$ cat config.mk
export PLATFORM = sky130hd
export DESIGN_NAME = mem_access_unit
export DESIGN_NICKNAME = d
export VERILOG_FILES = /design/src/rtl/mem_access_unit.sv
export SDC_FILE = /design/constraint.sdc
export NUM_CORES = 1
export LEC_CHECK = 0
export CORE_ASPECT_RATIO = 0.9
export CORE_MARGIN = 2
export CORE_UTILIZATION = 35
export CTS_CLUSTER_SIZE = 16
export DETAILED_ROUTE_END_ITERATION = 10
export PLACE_DENSITY_LB_ADDON = 0.1
export SYNTH_ARGS = -nofsm -noshare
export SYNTH_HDL_FRONTEND = slang
export SYNTH_SLANG_ARGS = --single-unit
$ cat constraint.sdc
create_clock -name clk -period 1.98 [get_ports clk]
set_input_delay 0.198 -clock clk [delete_from_list [all_inputs] [get_ports clk]]
set_output_delay 0.198 -clock clk [all_outputs]
set_load 0.01 [all_outputs]
$ cat src/rtl/mem_access_unit.sv
// rtl/mem_access_unit.sv - load/store and writeback-select stage with request/grant/response data bus
module mem_access_unit (
    input  logic        clk,
    input  logic        rst,
    input  logic        in_valid,
    output logic        in_ready,
    input  logic [31:0] result,
    input  logic [31:0] Data_store,
    input  logic [31:0] PC_4,
    input  logic [31:0] immOut,
    input  logic [5:0]  opcode,
    input  logic [1:0]  whb,
    input  logic        su,
    input  logic [1:0]  wos,
    output logic        dmem_req,
    output logic        dmem_we,
    output logic [31:0] dmem_addr,
    output logic [31:0] dmem_wdata,
    output logic [3:0]  dmem_wstrb,
    input  logic        dmem_gnt,
    input  logic        dmem_rvalid,
    input  logic [31:0] dmem_rdata,
    output logic        wb_valid,
    output logic        wb_en,
    output logic [31:0] wb_data,
    output logic        misaligned
);
    localparam logic [5:0] OP_LOAD  = 6'b000011;
    localparam logic [5:0] OP_STORE = 6'b100011;

    typedef enum logic [1:0] {IDLE, REQ, WAIT, DONE} state_t;
    state_t state, state_d;

    logic [31:0] result_q, pc4_q, imm_q;
    logic [1:0]  whb_q, wos_q;
    logic        su_q, store_q;

    logic        is_load_in, is_store_in, mis_in, capture;
    logic        store_now, fault_now;
    logic [31:0] st_wdata, rd_shift, ld_data, wb_d;
    logic [3:0]  st_wstrb;

    assign in_ready    = (state == IDLE);
    assign capture     = (state == IDLE) && in_valid;
    assign is_load_in  = (opcode == OP_LOAD);
    assign is_store_in = (opcode == OP_STORE);
    assign mis_in      = (is_load_in || is_store_in) &&
                         (((whb == 2'b01) && result[0]) || (whb[1] && (result[1:0] != 2'b00)));
    assign store_now   = (state == IDLE) ? is_store_in : store_q;
    assign fault_now   = (state == IDLE) && mis_in;

    always_comb begin
        st_wdata = Data_store;
        st_wstrb = 4'b1111;
        case (whb)
            2'b00: begin
                st_wdata = {4{Data_store[7:0]}};
                st_wstrb = 4'b0001 << result[1:0];
            end
            2'b01: begin
                st_wdata = {2{Data_store[15:0]}};
                st_wstrb = 4'b0011 << {result[1], 1'b0};
            end
            default: ;
        endcase
    end

    always_comb begin
        rd_shift = dmem_rdata >> {result_q[1:0], 3'b000};
        case (whb_q)
            2'b00:   ld_data = {{24{su_q & rd_shift[7]}},  rd_shift[7:0]};
            2'b01:   ld_data = {{16{su_q & rd_shift[15]}}, rd_shift[15:0]};
            default: ld_data = rd_shift;
        endcase
    end

    // Non-memory ops retire straight from IDLE, loads from WAIT; stores/faults write back zero.
    always_comb begin
        wb_d = 32'd0;
        if (state == IDLE && !is_store_in && !mis_in) begin
            case (wos)
                2'b00:   wb_d = result;
                2'b10:   wb_d = PC_4;
                2'b11:   wb_d = immOut;
                default: wb_d = 32'd0;
            endcase
        end else if (state == WAIT) begin
            case (wos_q)
                2'b00:   wb_d = result_q;
                2'b01:   wb_d = ld_data;
                2'b10:   wb_d = pc4_q;
                default: wb_d = imm_q;
            endcase
        end
    end

    always_comb begin
        state_d = state;
        case (state)
            IDLE: if (in_valid)
                      state_d = ((is_load_in || is_store_in) && !mis_in) ? REQ : DONE;
            REQ:  if (dmem_gnt) state_d = store_q ? DONE : WAIT;
            WAIT: if (dmem_rvalid) state_d = DONE;
            DONE: state_d = IDLE;
            default: state_d = IDLE;
        endcase
    end

    always_ff @(posedge clk or negedge rst) begin
        if (!rst) begin
            state      <= IDLE;
            result_q   <= 32'd0;
            pc4_q      <= 32'd0;
            imm_q      <= 32'd0;
            whb_q      <= 2'b00;
            wos_q      <= 2'b00;
            su_q       <= 1'b0;
            store_q    <= 1'b0;
            dmem_req   <= 1'b0;
            dmem_we    <= 1'b0;
            dmem_addr  <= 32'd0;
            dmem_wdata <= 32'd0;
            dmem_wstrb <= 4'b0000;
            wb_valid   <= 1'b0;
            wb_en      <= 1'b0;
            wb_data    <= 32'd0;
            misaligned <= 1'b0;
        end else begin
            state <= state_d;
            if (capture) begin
                result_q <= result;
                pc4_q    <= PC_4;
                imm_q    <= immOut;
                whb_q    <= whb;
                wos_q    <= wos;
                su_q     <= su;
                store_q  <= is_store_in;
                if (state_d == REQ) begin
                    dmem_addr  <= {result[31:2], 2'b00};
                    dmem_wdata <= is_store_in ? st_wdata : 32'd0;
                    dmem_wstrb <= is_store_in ? st_wstrb : 4'b0000;
                end
            end
            dmem_req   <= (state_d == REQ);
            dmem_we    <= (state_d == REQ) && store_now;
            wb_valid   <= (state_d == DONE);
            wb_en      <= (state_d == DONE) && !store_now && !fault_now;
            misaligned <= (state_d == DONE) && fault_now;
            if (state_d == DONE) wb_data <= wb_d;
        end
    end
endmodule

==> flow_summary.json <==
{
  "status": "finished, violations left",
  "violations": "setup timing",
  "clkSinkCount": 207,
  "grt_antenna_before_repair": 5,
  "netlist_area_sq_mm": 0.0106,
  "fin_util": 0.514,
  "hold_path_class": "in -> async",
  "cp_slowest_cell": "mux4_2",
  "cts_tree": "yes",
  "dp.cells": 1636,
  "rsz0062_at_grt": "yes",
  "path_class": "reg -> reg",
  "drt_iter0_drc": 623,
  "grt_pass1_vias": 9180,
  "synthFlopType": "dfrtp_1",
  "yosysUniqueCellTypes": 56,
  "power_density_mw_per_mm2": 1310,
  "rows": 60,
  "crit_chain": "buf_6, mux4_2, a2111o_1, a32o_1, mux2_4",
  "track_usage": 0.232,
  "design_area_sq_mm": 0.0154,
  "yosys_warnings": 0,
  "vias_per_cell": 5.33,
  "wl_um": 37300,
  "dieHeight_um": 169,
  "path_clk_slew_ns": 0.07,
  "cp-end-kind": "register",
  "grt_overflow": 0,
  "min_period_ns": 2.06,
  "ys_seq_elements": 207,
  "total_power_mw": 20.2,
  "yosys.area.top_type_share": 0.489,
  "setup_tns_ns": -0.506,
  "leakage_nw": 6.48,
  "die_x_um": 187,
  "fp.dieArea_sq_mm": 0.0317,
  "setup_ws_ns": -0.0811,
  "finalClockSkew_ns": 0.0226,
  "fin_cells": 1689,
  "period_share": 1.04,
  "cpPeakStageDelay_ns": 0.55,
  "drive_gt1_frac": 0.265,
  "ios": 282,
  "clkLatencyLatePin_ns": 0.53,
  "drcViolationCount": 0,
  "finalSetupViolCount": 8,
  "start_kind": "register",
  "num_vias": 9008,
  "yosys.area.top_type": "dfrtp_1",
  "slew_headroom": 0.425,
  "clock_path_buffers": 3,
  "drv_cap": 0,
  "hold_viol": 0,
  "placed_cell_area_sq_mm": 0.0144,
  "coreArea_sq_mm": 0.0299,
  "grt_pass1_wl_um": 56600,
  "syn_area_per_cell_sq_um": 11.2,
  "start_util": 0.355,
  "critPathRequiredTime_ns": 2.39,
  "yosysSeqAreaShare": 0.489,
  "worstMarginPinSlew_ns": 0.859,
  "area_delta_synth_final_pct": 45.0,
  "irDropWorstVdd_mv": 0.693,
  "worstPathArrival_ns": 2.47,
  "antenna_left": 0,
  "dr.pass1.iters": 4,
  "synth_cells": 943,
  "dpl.hpwl_um": 26900,
  "synthArstFlopShare": 1.00,
  "synth_edf_count": 0,
  "report.final.slew_viol_count": 0,
  "avgRoutedWirePerCell_um": 22.1,
  "htreeDepth": 1,
  "nets": 1441,
  "fmax_ghz": 0.485,
  "root_buffer": "clkbuf_16",
  "grt_max_degree": 103,
  "cts_made_buffers": 25,
  "path_max_fanout": 4,
  "place_congestion": 0.845,
  "place.port_buffers": 279,
  "netlist_top_cells_area": "dfrtp_1 49%, mux2_2 18%, mux2i_1 5.7%, o21ai_0 3.4%, nand2_1 3.3%"
}
-- cells in the final DEF, fill, tap and decap left out, types with 7 or more instances in the layout --
cell	n
buf_4	72
o221ai_1	24
inv_1	20
a211oi_1	7
a221o_1	14
nor4_1	7
a22o_1	25
mux2_2	172
o31ai_1	16
clkbuf_1	7
nand4_1	10
a22oi_1	12
clkdlybuf4s50_1	275
nand2_1	93
nor2_1	17
o211ai_1	8
dfrtp_1	204
mux2i_1	59
a21oi_1	34
clkbuf_16	25
buf_12	15
o21ai_0	71
nand3_1	11
-- critical path: cells and delay by family, from the launching register on --
family	cells	cell delay, ns
buf+inv	1	0.13
compound gates	2	0.60
flops	1	0.41
mux	2	0.80
-- metrics by stage --
stage          hold slack [ns]  setup slack [ns]
2_1_floorplan          -0.0976           0.00162
3_3_place_gp             0.181            -0.622
3_5_place_dp             0.179            -0.722
4_1_cts                  0.212           -0.0858
5_1_grt                  0.251            -0.140
6_report                 0.221           -0.0811
-- cells by family after synthesis --
| group | count (synthesis) | share of synthesized area |
|---|---|---|
| compound gates | 235 | 0.153 |
| buf+inv | 101 | 0.0416 |
| flops | 207 | 0.489 |
| mux | 235 | 0.245 |
| other cells | 1 | 0.000354 |
| simple gates | 164 | 0.0712 |
-- area by class of cell --
class / instances / area, sq um
repair buffers: 373 / 3700
clock buffers: 38 / 734
clock inverters: 8 / 72.6
diodes: 2 / 5.00
well taps: 403 / 504
multi-input cells: 636 / 5080
flip-flops and latches: 207 / 5180
inverters: 22 / 82.6
fillers: 2796 / 14500
-- worst paths after layout --
check                                           from                    endpoint  slack (ns)  cells after the start
min reg2reg                dmem_wdata[8]$_DFFE_PN0P_   dmem_wdata[8]$_DFFE_PN0P_        0.47                      2
max reg2reg                  result_q[1]$_DFFE_PN0P_     wb_data[15]$_DFFE_PN0P_       -0.08                      5
max                          result_q[1]$_DFFE_PN0P_     wb_data[15]$_DFFE_PN0P_       -0.08                      5
max in group asynchronous                        rst    dmem_addr[8]$_DFFE_PN0P_        1.05                      3
min                                              rst  dmem_wdata[31]$_DFFE_PN0P_        0.22                      2
min in group clk                              wos[0]        wos_q[0]$_DFFE_PN0P_        0.27                      4
-- flip-flops by register name (all words and copies together) (netlist names) --
| signal | count |
|---|---|
| wb_valid | 1 |
| misaligned | 1 |
| dmem_wdata | 32 |
| su_q | 1 |
| dmem_req | 1 |
| result_q | 32 |
| dmem_addr | 30 |
| wb_en | 1 |
| whb_q | 2 |
| wos_q | 2 |
| dmem_we | 1 |
| state | 2 |
| dmem_wstrb | 4 |
| store_q | 1 |
| imm_q | 32 |
| pc4_q | 32 |
| wb_data | 32 |
-- report_power, final --
group,switching (mW),total (mW),internal (mW)
sequential,0.885,6.65,5.76
combinational,4.43,8.98,4.55
clock,1.85,4.54,2.69
-- Yosys cell counts (19+ instances only) --
cell and instances:
a22o_1 25, a21oi_1 35, dfrtp_1 207, mux2i_1 60, o221ai_1 28, mux2_2 172
o21ai_0 71, nor2_1 19, inv_1 20, buf_2 27, nand2_1 93, clkbuf_1 36
-- per-layer routing --
layer,wire (um),up-vias,share of wire,global-route usage
met5,43,-,0.0012,0
met4,627,6,0.017,0.0435
met3,2290,43,0.061,0.0427
met2,16900,272,0.45,0.363
met1,17500,4542,0.47,0.338
li1,-,4145,-,-
-- repair_timing --
item | CTS | global route
hold buffers | 1 | 0
buffers inserted | 2 | 5
setup endpoints to repair | 25 | 25
hold endpoints to repair | 50 | 0
gates resized for setup | 8 | 16
pin swaps | 12 | 8
Note: power is estimated with default switching activity, not from simulation.
